`config.mk`:
```
export PLATFORM = sky130hd
export DESIGN_NAME = multicycle_ctrl
export DESIGN_NICKNAME = d
export VERILOG_FILES = /design/src/rtl/multicycle_ctrl.sv
export SDC_FILE = /design/constraint.sdc
export NUM_CORES = 1
export LEC_CHECK = 0
export ABC_AREA = 1
export CAP_MARGIN = 10
export CORE_UTILIZATION = 39
export CTS_CLUSTER_SIZE = 8
export DETAILED_ROUTE_END_ITERATION = 10
export PLACE_DENSITY = 0.79
export REMOVE_ABC_BUFFERS = 1
export SYNTH_ARGS = -nofsm -noshare
export SYNTH_HDL_FRONTEND = slang
export SYNTH_SLANG_ARGS = --single-unit
```
`constraint.sdc`:
```
create_clock -name clk -period 2.42 [get_ports clk]
set_input_delay 0.726 -clock clk [delete_from_list [all_inputs] [get_ports clk]]
set_output_delay 0.726 -clock clk [all_outputs]
set_load 0.005 [all_outputs]
```
`src/rtl/multicycle_ctrl.sv`:
```
// Multicycle IF/ID/EX/MEM/WB control unit for an RV32I subset (R, I-ALU, LW, SW, BEQ).
// Define CTRL_ILLEGAL_TRAP_EN to halt on undefined opcodes; otherwise they retire as NOPs.
module multicycle_ctrl #(
    parameter int DATAWIDTH = 32
) (
    input  logic                 clk,
    input  logic                 rst_n,
    input  logic [31:0]          instr,
    input  logic                 zero,
    output logic [4:0]           read_reg1,
    output logic [4:0]           read_reg2,
    output logic [4:0]           write_reg,
    output logic                 reg_write,
    output logic [DATAWIDTH-1:0] imm,
    output logic                 alu_src,
    output logic [3:0]           alu_op,
    output logic                 mem_read,
    output logic                 mem_write,
    output logic                 mem_to_reg,
    output logic                 pc_load,
    output logic                 pc_sel,
    output logic                 illegal
);

    localparam logic [6:0] OP_R   = 7'b0110011;
    localparam logic [6:0] OP_I   = 7'b0010011;
    localparam logic [6:0] OP_LW  = 7'b0000011;
    localparam logic [6:0] OP_SW  = 7'b0100011;
    localparam logic [6:0] OP_BEQ = 7'b1100011;

    localparam logic [3:0] ALU_AND = 4'b0000;
    localparam logic [3:0] ALU_OR  = 4'b0001;
    localparam logic [3:0] ALU_ADD = 4'b0010;
    localparam logic [3:0] ALU_SUB = 4'b0110;
    localparam logic [3:0] ALU_SLT = 4'b0111;
    localparam logic [3:0] ALU_XOR = 4'b1000;

    typedef enum logic [2:0] {
        S_IF   = 3'd0,
        S_ID   = 3'd1,
        S_EX   = 3'd2,
        S_MEM  = 3'd3,
        S_WB   = 3'd4,
        S_HALT = 3'd5
    } state_t;

    typedef struct packed {
        logic       reg_write;
        logic       alu_src;
        logic [3:0] alu_op;
        logic       mem_read;
        logic       mem_write;
        logic       mem_to_reg;
        logic       pc_load;
        logic       br;
    } ctl_t;

    state_t      st, ns;
    logic [31:0] ir, nir;
    ctl_t        ctl;

    function automatic logic [3:0] alu_decode(input logic [31:0] i);
        logic [3:0] a;
        a = ALU_ADD;
        if (i[6:0] == OP_BEQ) begin
            a = ALU_SUB;
        end else if (i[6:0] == OP_R || i[6:0] == OP_I) begin
            case (i[14:12])
                3'b000:  a = (i[6:0] == OP_R && i[30]) ? ALU_SUB : ALU_ADD;
                3'b111:  a = ALU_AND;
                3'b110:  a = ALU_OR;
                3'b100:  a = ALU_XOR;
                3'b010:  a = ALU_SLT;
                default: a = ALU_ADD;
            endcase
        end
        return a;
    endfunction

    // Outputs are registered by decoding the state/IR the FSM is about to enter.
    function automatic ctl_t decode(input state_t s, input logic [31:0] i);
        ctl_t c;
        logic is_r, is_i, is_lw, is_sw, is_beq;
        is_r   = (i[6:0] == OP_R);
        is_i   = (i[6:0] == OP_I);
        is_lw  = (i[6:0] == OP_LW);
        is_sw  = (i[6:0] == OP_SW);
        is_beq = (i[6:0] == OP_BEQ);
        c = '0;
        case (s)
            S_EX: begin
                c.alu_op  = alu_decode(i);
                c.alu_src = is_i | is_lw | is_sw;
                c.pc_load = is_beq;
                c.br      = is_beq;
            end
            S_MEM: begin
                c.alu_op    = alu_decode(i);
                c.alu_src   = is_i | is_lw | is_sw;
                c.mem_read  = is_lw;
                c.mem_write = is_sw;
                c.pc_load   = is_sw;
            end
            S_WB: begin
                c.pc_load    = 1'b1;
                c.mem_to_reg = is_lw;
                // x0 is not protected in the register file, so never write it.
                c.reg_write  = (is_r | is_i | is_lw) && (i[11:7] != 5'd0);
            end
            default: c = '0;
        endcase
        return c;
    endfunction

    always_comb begin
        ns  = st;
        nir = ir;
        case (st)
            S_IF: begin
                ns  = S_ID;
                nir = instr;
            end
            S_ID: begin
                case (ir[6:0])
                    OP_R, OP_I, OP_LW, OP_SW, OP_BEQ: ns = S_EX;
`ifdef CTRL_ILLEGAL_TRAP_EN
                    default: ns = S_HALT;
`else
                    default: ns = S_WB;
`endif
                endcase
            end
            S_EX: begin
                case (ir[6:0])
                    OP_R, OP_I:   ns = S_WB;
                    OP_LW, OP_SW: ns = S_MEM;
                    default:      ns = S_IF;
                endcase
            end
            S_MEM:   ns = (ir[6:0] == OP_LW) ? S_WB : S_IF;
            S_WB:    ns = S_IF;
            S_HALT:  ns = S_HALT;
            default: ns = S_IF;
        endcase
    end

    always_ff @(posedge clk or negedge rst_n) begin
        if (!rst_n) begin
            st  <= S_IF;
            ir  <= '0;
            ctl <= '0;
        end else begin
            st  <= ns;
            ir  <= nir;
            ctl <= decode(ns, nir);
        end
    end

`ifdef CTRL_ILLEGAL_TRAP_EN
    logic illegal_q;
    always_ff @(posedge clk or negedge rst_n) begin
        if (!rst_n) illegal_q <= 1'b0;
        else if (ns == S_HALT) illegal_q <= 1'b1;
    end
    assign illegal = illegal_q;
`else
    assign illegal = 1'b0;
`endif

    always_comb begin
        imm = '0;
        case (ir[6:0])
            OP_I, OP_LW: imm = {{(DATAWIDTH-12){ir[31]}}, ir[31:20]};
            OP_SW:       imm = {{(DATAWIDTH-12){ir[31]}}, ir[31:25], ir[11:7]};
            OP_BEQ:      imm = {{(DATAWIDTH-13){ir[31]}}, ir[31], ir[7], ir[30:25], ir[11:8], 1'b0};
            default:     imm = '0;
        endcase
    end

    assign read_reg1  = ir[19:15];
    assign read_reg2  = ir[24:20];
    assign write_reg  = ir[11:7];
    assign reg_write  = ctl.reg_write;
    assign alu_src    = ctl.alu_src;
    assign alu_op     = ctl.alu_op;
    assign mem_read   = ctl.mem_read;
    assign mem_write  = ctl.mem_write;
    assign mem_to_reg = ctl.mem_to_reg;
    assign pc_load    = ctl.pc_load;
    // Branch outcome arrives from the ALU during EX, so it is gated in late.
    assign pc_sel     = ctl.br & zero;

endmodule

```
Yosys cells after proc, flatten, opt, wreduce, memory -nomap -nowiden
Index checks and enable logic that the tools add are counted.
{"block": "word_totals", "rom_bits": 0, "output_inout_bits": 59, "word_cells": 64, "memories": 0, "latchBits": 0, "ramBits": 0, "regBits": 46}
{"block": "op_classes", "magnitude_cmp": 0, "div_mod_pow": 0, "muxes": 16, "bitwise_logic": 5, "n_reduce_logical": 11, "shifts": 0, "eq_ne": 21, "mul": 0, "n_addsub": 0}
{"cell": "32-bit case mux with 3 select lines", "n": 1}
{"cell": "31-bit 2-to-1 mux", "n": 1}
{"cell": "7-bit by 6-bit equality test with 1-bit output (second input constant)", "n": 4}
{"cell": "4-bit case mux with 5 select lines", "n": 1}
{"cell": "3-bit by 2-bit equality test with 1-bit output (second input constant)", "n": 5}
{"cell": "3-bit equality test (second input constant)", "n": 5}
{"cell": "3-bit case mux with 5 select lines", "n": 1}
{"cell": "7-bit by 2-bit equality test with 1-bit output (second input constant)", "n": 2}
{"cell": "7-bit by 5-bit equality test with 1-bit output (second input constant)", "n": 2}
{"cell": "7-bit equality test (second input constant)", "n": 2}
{"cell": "3-bit 2-to-1 mux", "n": 3}
{"cell": "4-bit 2-to-1 mux", "n": 2}
{"cell": "2-bit OR reduction", "n": 4}
{"cell": "3-bit zero test", "n": 2}
{"cell": "3-bit case mux with 2 select lines", "n": 1}
{"cell": "5-bit 2-to-1 mux", "n": 1}
{"cell": "5-bit nonzero test", "n": 1}
{"cell": "5-bit OR reduction", "n": 1}
{"cell": "1-bit OR", "n": 4}
{"cell": "3-bit by 1-bit equality test with 1-bit output (second input constant)", "n": 1}
{"cell": "1-bit 2-to-1 mux", "n": 3}
{"cell": "1-bit case mux with 3 select lines", "n": 1}
{"cell": "1-bit logical AND", "n": 2}
{"cell": "2-bit 2-to-1 mux", "n": 1}
{"cell": "other kinds (2)", "n": 2}

Longest topological paths before layout
Gate-level depths: netlist (run 1).
{"block": "logic_depth", "ltp_word": 9, "ltp_mapped": 11}

Least setup slack after synthesis (run 1)
Ideal clock, no wire load.
{"block": "synth_timing", "kind": "reg2out", "start": "register ir[3]", "end": "output port imm[13]", "stages_incl_launch_ff": 9, "required_time_ns": 1.694, "slack_ns": -0.220, "n_path_buf": 1, "arrival_ns": 1.914, "path_cell_list": "dfrtp_1 -> nor2_1 -> nand3_1 -> inv_1 -> nand3_1 -> inv_1 -> nor2_1 -> nor2_1 -> buf_4"}
{"block": "synth_between", "elab_chain_len": 3, "elab_cells_between_ends": 6, "classes_between": "eq/ne: 4; mux: 1; reduce/logical: 1"}
{"item": "start: declaration", "line": "59", "text": "logic [31:0] ir, nir;"}
{"item": "start signal: assignment", "line": "154", "text": "ir <= nir;"}
{"item": "7-bit by 2-bit equality test with 1-bit output or 7-bit by 5-bit equality test with 1-bit output (tied branches)", "line": "172", "text": "case (ir[6:0])"}
{"item": "2-bit OR reduction", "line": "172"}
{"item": "32-bit case mux with 3 select lines *", "line": "172"}
{"item": "end: declaration", "line": "14", "text": "output logic [DATAWIDTH-1:0] imm,"}
Mark *: on every way between the ends. The rest lies on a longest branch, timed or not.

Worst setup path in the final report (run 1)
{"block": "layout_timing", "start": "register ir[3]", "end": "output port imm[21]"}
Same word-level chain as after synthesis.

==> results.txt, run 1 <==
The flow ran to the end, but the final reports show violations. The checks that failed: negative setup slack. The DRC violation count after routing is 0.

TritonCTS built the clock tree. The antenna cell count is 0. The cell at the root of the clock tree is clkbuf_8. The largest total area in the synthesized netlist belongs to dfrtp_1. Data on the critical path is required at its endpoint by between 1.5 and 2 ns. The number of buffer cells added on primary ports is 92. The cell family with the largest share of critical-path delay is buffers and inverters. The final count of pins violating max slew is 0. The count of warnings emitted by yosys came out at 0. The effective utilization at floorplan is between 40 and 50%. The register with the most flip-flops in the layout has 32 of them. The layout cell share with drive strength beyond 1 came out at between 20 and 30%. The number of antenna violations at the first check in global routing was 0. The die area is 6428 sq um. The number of rows in the core area came out at 28. The mean cell area of the mapped netlist is ~8.8 sq um.

Subtracting the final worst setup slack from the clock period gives 2.527 ns. The remaining number of nets flagged by the antenna check after routing is 0. The total track usage came out at about 18%. The area share of the largest cell type after synthesis came out at 48.29%. The number of placed cells counting well taps came out at just over 400.

The area growth from synthesis to layout is 43.83%. The setup violation total in the final timing report came out at 12. On the critical path, the stage with the largest delay is an instance of dfrtp_1. After detailed routing, the number of vias per cell comes to 4.630. For this design, the CTS-stage hold fixing added 0 buffers. The post-route worst setup slack is -0.1074 ns.

The post-route non-filler standard cell count came out at 432. The number of global-route vias before repair is 1998. The power density over cell area is between 1000 and 1500 nW/um^2. During I/O placement, the number of pins put on the boundary was between 90 and 100.

The routed wirelength normalized by instance count is ~12 um. The die boundary height is 80.18 um. The die width is ~80 um.

The placed wire-length estimate after detailed placement is between 3000 and 4000 um. The sequential share of the synthesized area is between 40% and 50%. The setup path with the least slack is of type reg2out. In this design, the stage delay of the slowest critical-path cell is 0.40 ns. The worst setup timing slack at the placement stage came out at -0.1026 ns. The number of H-tree levels came out at 2. By area the synthesized netlist is led by dfrtp_1 48%, buf_4 12%, inv_1 6.3%. The global-route wire length before repair is approximately 8900 um. The data arrival time at the worst-slack endpoint is between 1.5 and 2 ns. The slew at the pin closest to its max-slew limit came out at around 0.52 ns. The worst setup path is launched from a register. The count of TritonRoute iterations in the first routing pass is 4. The largest net degree at the start of global routing came out at 49.

The number of DRC markers in iteration 0 came out at 91. The path class of the tightest hold or removal check is in2async. The count of nets after finishing is slightly below 400. The number of buffer and inverter stages on the critical path is 6. The type of destination of the critical path is an output pin.

In this run, synthesis produced a sequential element count of 46. The summed instance area of the synthesized netlist is ~2400 sq um. The total congestion overflow after global routing is 0. The register with the most flip-flops in the final layout is ir.

The reported leakage power is between 1.5 and 2 nW. The maximum operating frequency came out at 395.7 MHz. The final-report hold violation count is 0.

Between clock sinks in the finished design, the worst skew comes to between 0.006 and 0.007 ns. The routability congestion estimate is approximately 0.85. The maximum clock insertion buffer count is 2. The synthesized netlist cell count is between 200 and 300.

The final critical path takes up 104.4% of the cycle. For the worst-skew pair, the clock arrives at the later sink with an insertion delay of 0.30 ns. The total vias in the final route is 2000. The largest fanout on the critical path is 4.

The tool flagged a number of max-cap violations equal to 0. Buffers inserted during clock tree synthesis total 5. CTS saw 46 sinks.

Clock-pin slew was measured on the worst setup and hold paths at approximately 0.08 ns. The worst slew margin relative to its limit came out at 65.60%. The total length of routed wires came out at between 5000 and 6000 um.

The worst IR drop on VDD is 0.6152 mV. Walking the worst path, the cells encountered are nor2_2 > nand3_2 > inv_2 > nand3_2 > inv_2 > nor2_2 > nor2_4 > buf_6 > buf_4 > buf_4 > buf_2. The count of unique library cells instantiated by Yosys is 29. The total area inside the core boundary comes to approximately 5900 sq um. Setup repair after global routing could not meet its margin everywhere.
cell usage in the layout, fill, tap and decap left out, types with 4 or more instances in the layout:
cell type / instances
o21ai_0: 9
buf_2: 11
nor2_1: 24
nor2_4: 4
nand2_1: 39
clkdlybuf4s50_1: 58
inv_1: 38
nand3_1: 11
clkbuf_8: 6
buf_6: 19
clkbuf_2: 10
dfrtp_1: 46
mux2_2: 11
o21ai_1: 4
a21oi_1: 9
buf_4: 22
inv_2: 5
metrics by stage:
step	hold slack, ns	setup TNS, ns	power (mW)	util, %	instance area (sq um)
6_report	0.3991	-0.7656	3.448	57.90	3428
3_3_place_gp	0.4866	-0.2637	2.645	53.32	3157
5_1_grt	0.4195	-2.052	3.718	57.90	3428
2_1_floorplan	0.4304	-11.09	2.065	-	2059
3_5_place_dp	0.4875	-1.780	2.692	53.32	3157
4_1_cts	0.4020	-1.035	3.440	57.44	3401
repair_timing:
action	in CTS	in global routing
gates resized for setup	103	40
cloned	3	0
pin swaps	3	3
buffers inserted	18	5
setup endpoints to repair	33	32
layer usage:
| layer | routed length [um] | share of wire, % | vias to the layer above | track usage (%) |
|---|---|---|---|---|
| li1 | - | - | 964 | - |
| met2 | 2687 | 50 | 64 | 31.79 |
| met1 | 2234 | 42 | 961 | 20.81 |
| met4 | 97 | 1.8 | 0 | 5.893 |
| met5 | 0 | 0 | - | 0 |
| met3 | 310 | 5.8 | 11 | 4.318 |
synthesized netlist by cell type:
master / number
conb_1: 1
nand3_1: 13
o21ai_0: 10
buf_4: 39
o2111ai_1: 1
mux2_2: 11
nor2_2: 1
clkinv_1: 1
buf_2: 4
dfrtp_1: 46
inv_2: 3
a21oi_2: 1
nor2_4: 3
nand2_1: 39
buf_6: 1
nor3_2: 2
a21oi_1: 9
inv_1: 40
nand2_2: 3
o21ai_1: 3
nor3_1: 3
nand3b_1: 2
a22o_1: 2
nor2_1: 27
nand2_4: 1
o21ai_4: 1
nor4_1: 1
a211oi_1: 1
o21a_1: 1
path summary, 6_finish.rpt:
kind	startpoint	end	slack, ns	cells after the start
min reg2reg	ir[17]	ir[17]	0.51	1
max in group asynchronous	rst_n	ir[29]	1.82	2
min in group clk	ir[17]	ir[17]	0.51	1
max reg2reg	st[1]	pc_load	0.50	9
min	rst_n	ir[5]	0.40	2
max	ir[3]	imm[21]	-0.11	11
cell families (layout without fill, tap and decap cells):
| logic type | after synthesis | count (layout) | synth area share [%] |
|---|---|---|---|
| other cells | 1 | 1 | 0.1573 |
| buf+inv | 88 | 175 | 20.52 |
| simple gates | 95 | 95 | 18.43 |
| compound gates | 29 | 29 | 7.402 |
| flops | 46 | 46 | 48.29 |
| mux | 11 | 11 | 5.197 |
cell type report:
class                           instances  area [sq um]
Tap cell                               75         93.84
Clock buffer                            6         82.58
Fill cell                             542          2492
Sequential cell                        46          1151
Clock inverter                          2         60.06
Inverter                               44         165.2
Timing Repair Buffer                  123          1104
Multi-Input combinational cell        136         772.0
power breakdown:
part	switching [mW]	internal, mW
Clock	0.253	0.440
Combinational	0.808	0.720
Sequential	0.162	1.06
Total	1.22	2.23
Power figures use the tool's default switching activity.
==> inputs of run 2 (changes only) <==
==> constraint.sdc (replaced) <==
create_clock -name clk -period 2.42 [get_ports clk]
set_input_delay 0.484 -clock clk [delete_from_list [all_inputs] [get_ports clk]]
set_output_delay 0.484 -clock clk [all_outputs]
set_load 0.005 [all_outputs]
==> results.txt, run 2 (synthesis results as in run 1) <==
The flow ran to the end, and the final reports show no timing, DRC or antenna violations. The worst IR drop on VDD came out at just under 0.7 mV. The cell-internal power is about 1.9 mW. The total congestion overflow after global routing is 0. The post-detailed-placement cell area came out at a little over 3000 sq um. The setup violation total in the final timing report came out at 0. The path type of the worst min-delay path is in2async. Walking the worst path, the cells encountered are nor2_2 > nand3_2 > buf_4 > nor2_4 > nor2_1 > nor2_2 > buf_6 > dlygate4sd2_1. The worst setup timing slack at the placement stage is roughly 0.12 ns. The clock drives 46 sinks. The layout overhead on the synthesized area came out at 35.64%. The register with the most flip-flops in the final layout is ir. The cell seen most often among critical-path stages is nor2_2. The number of global-route vias before repair is about 1900. Measured on the finished design, the core utilization comes to ~55%.

The share of total power in sequential cells came out at between 30% and 40%. After detailed routing, the number of vias per cell comes to approximately 4.7. The placed wire-length estimate after detailed placement is 3759 um.

The clock-pin transition on the worst setup and hold timing paths is approximately 0.08 ns. Before antenna repair, the detailed router went through 4 iterations. Data arrives at the worst endpoint at 1.80 ns. The number of antenna violations at the first check in global routing is 0.

STA classifies the critical path startpoint as a register. The worst setup path is of the reg2out kind. The total track usage is between 10% and 20%. The number of hold buffers added after cts came out at 0. The slew at the pin closest to its max-slew limit came out at roughly 0.53 ns.

The maximum clock insertion buffer count came out at 2. In this design, the stage delay of the slowest critical-path cell is roughly 0.40 ns. The routed wirelength normalized by instance count came out at 12.30 um. The number of flip-flops in the largest register is 32. The library cell used most frequently in the layout, excluding fill and tap cells, is clkdlybuf4s50_1. The total vias in the final route is approximately 1900. The global-route wire length before repair is approximately 8300 um. In the layout the commonest cells are 59 x clkdlybuf4s50_1, 46 x dfrtp_1, 39 x nand2_1. The clock network latency to the later pin of the worst-skew pair is 0.30 ns. The placeable core region came out at between 5000 and 6000 sq um. The final-report hold violation count is 0. Setup repair after global routing left no endpoint under its margin.

The cell family with the largest share of critical-path delay is buffers and inverters. Entering global routing, the biggest net connects roughly 50 pins. The power density over cell area is approximately 1000 nW/um^2. The number of top-level design ports came out at 94. The floorplan step defined a die boundary enclosing 6428 sq um. The fraction of power spent switching nets came out at between 30% and 40%. Measured against its own limit, the worst slew margin works out to between 60% and 70%. The critical path contains buffers and inverters numbering 3 combined. The final count of pins violating max slew came to 0. Of the cells placed in the final design, the portion with a size suffix greater than 1 is about 15%.

The number of buffer cells added on primary ports is 92. The number of rows in the core area is 28. TritonCTS built the clock tree. The filler cell count came out at between 500 and 600. The final critical path takes up a little over nine tenths of the cycle. The die boundary height came out at about 80 um. The type of destination of the critical path is an output pin.

The reported leakage power came out at 1.681 nW. The die width is approximately 80 um. The total length of routed wires is slightly above 5000 um. Across the routed clock network, the largest skew measured is a little over 0.009 ns. The number of maximum-capacitance violations is 0.

For this block, the initial DRC count from the detailed router was 44. The finished cells cover 3233 sq um. The net switching power is about 1.2 mW.

Clock tree synthesis selected as its root buffer the cell clkbuf_8. The largest fanout on the critical path came out at 10. The share of power burned in the clock network came out at between 10% and 20%. The post-route worst setup slack is about 0.14 ns. For this run, design rule violations remaining after detail routing come to 0. The slowest cell on the critical path is dfrtp_1. The number of buffers inserted during clock tree synthesis came out at 5.

The remaining number of nets flagged by the antenna check after routing is 0. The effective utilization at floorplan is roughly 40%. At the end of the flow, the number of nets in the layout was between 300 and 400. The combinational fraction of design power is a little under half.

The maximum operating frequency came out at about 440 MHz. The time the final worst path needs with I/O delays and setup is about 2.3 ns. The routability congestion estimate is 0.8655. The number of H-tree levels is 2.

The antenna cell count is 0. Data on the critical path is required at its endpoint by 1.94 ns.
## run 2: changes by cell type in the layout (fill, tap and decap cells not counted), sizes merged, moves of 2 or more
cell,delta
dlymetal6s2s,+2
clkbuf,-9
dlygate4sd2,+29
buf,-43
bufinv,-2
## run 2: worst reg2reg max path, stage by stage (launching register included)
cell	delay (ns)
dfrtp_1	0.42
nor2_4	0.25
nand2_4	0.34
o21ai_4	0.28
inv_2	0.08
nor2_2	0.09
nand2_2	0.08
nor2_4	0.14
nand2_1	0.09
nand3b_1	0.08
## run 2: power by group through the flow
stage	clock network, mW	logic, mW	registers (mW)
2_1_floorplan	0	0.839	1.23
3_3_place_gp	0	1.38	1.23
3_5_place_dp	0	1.42	1.25
4_1_cts	0.495	1.43	1.24
5_1_grt	0.527	1.61	1.27
6_report	0.479	1.43	1.24
## run 2: final cells by class
type                    instances  area, sq um  area share [%]
flip-flops and latches         46         1151           35.60
repair buffers                101        965.9           29.88
multi-input cells             136        765.7           23.68
inverters                      44        165.2           5.108
well taps                      75        93.84           2.902
clock buffers                   7        86.33           2.670
clock inverters                 1        5.005          0.1548
## run 2: metal layers
layer,vias up,global-route usage (%),share of wire (%),wire length (um)
met5,-,0,0,0
met4,0,5.893,1.2,60
met3,7,3.750,5.5,277
met2,70,29.23,49,2485
met1,906,20.20,44,2218
li1,925,-,-,-
## run 2: repair_timing
item | CTS | global route
cloned | 1 | 0
resized for setup | 37 | 8
endpoints found under the setup margin | 32 | 6
pin swaps | 1 | 1
setup buffers | 1 | 2
## run 2: per-stage QoR
| step | hold WS (ns) | power, mW | setup TNS (ns) | instances |
|---|---|---|---|---|
| finish | 0.05589 | 3.147 | 0 | 410 |
| CTS | 0.05856 | 3.157 | 0 | 408 |
| global route | 0.07457 | 3.401 | 0 | 410 |
| global placement | 0.3801 | 2.616 | 0 | 398 |
| floorplan | 0.1884 | 2.065 | -6.255 | 226 |
| detailed placement | 0.3859 | 2.673 | 0 | 398 |
## run 2: worst paths after layout
path	from	end	slack [ns]	cells after the start
setup / recovery	ir[2]	imm[23]	0.14	8
max in group asynchronous	rst_n	ir[31]	1.65	2
setup reg to reg	st[1]	pc_load	0.51	9
min in group clk	ir[18]	ir[18]	0.52	1
hold / removal	rst_n	mem_read	0.06	1
hold reg to reg	ir[18]	ir[18]	0.52	1
==> inputs of run 3 (changes only) <==
Settings changed: GPL_ROUTABILITY_DRIVEN set to 0.
==> results of run 3 <==
Final layout, timing and power as in run 2 (identical DEF).
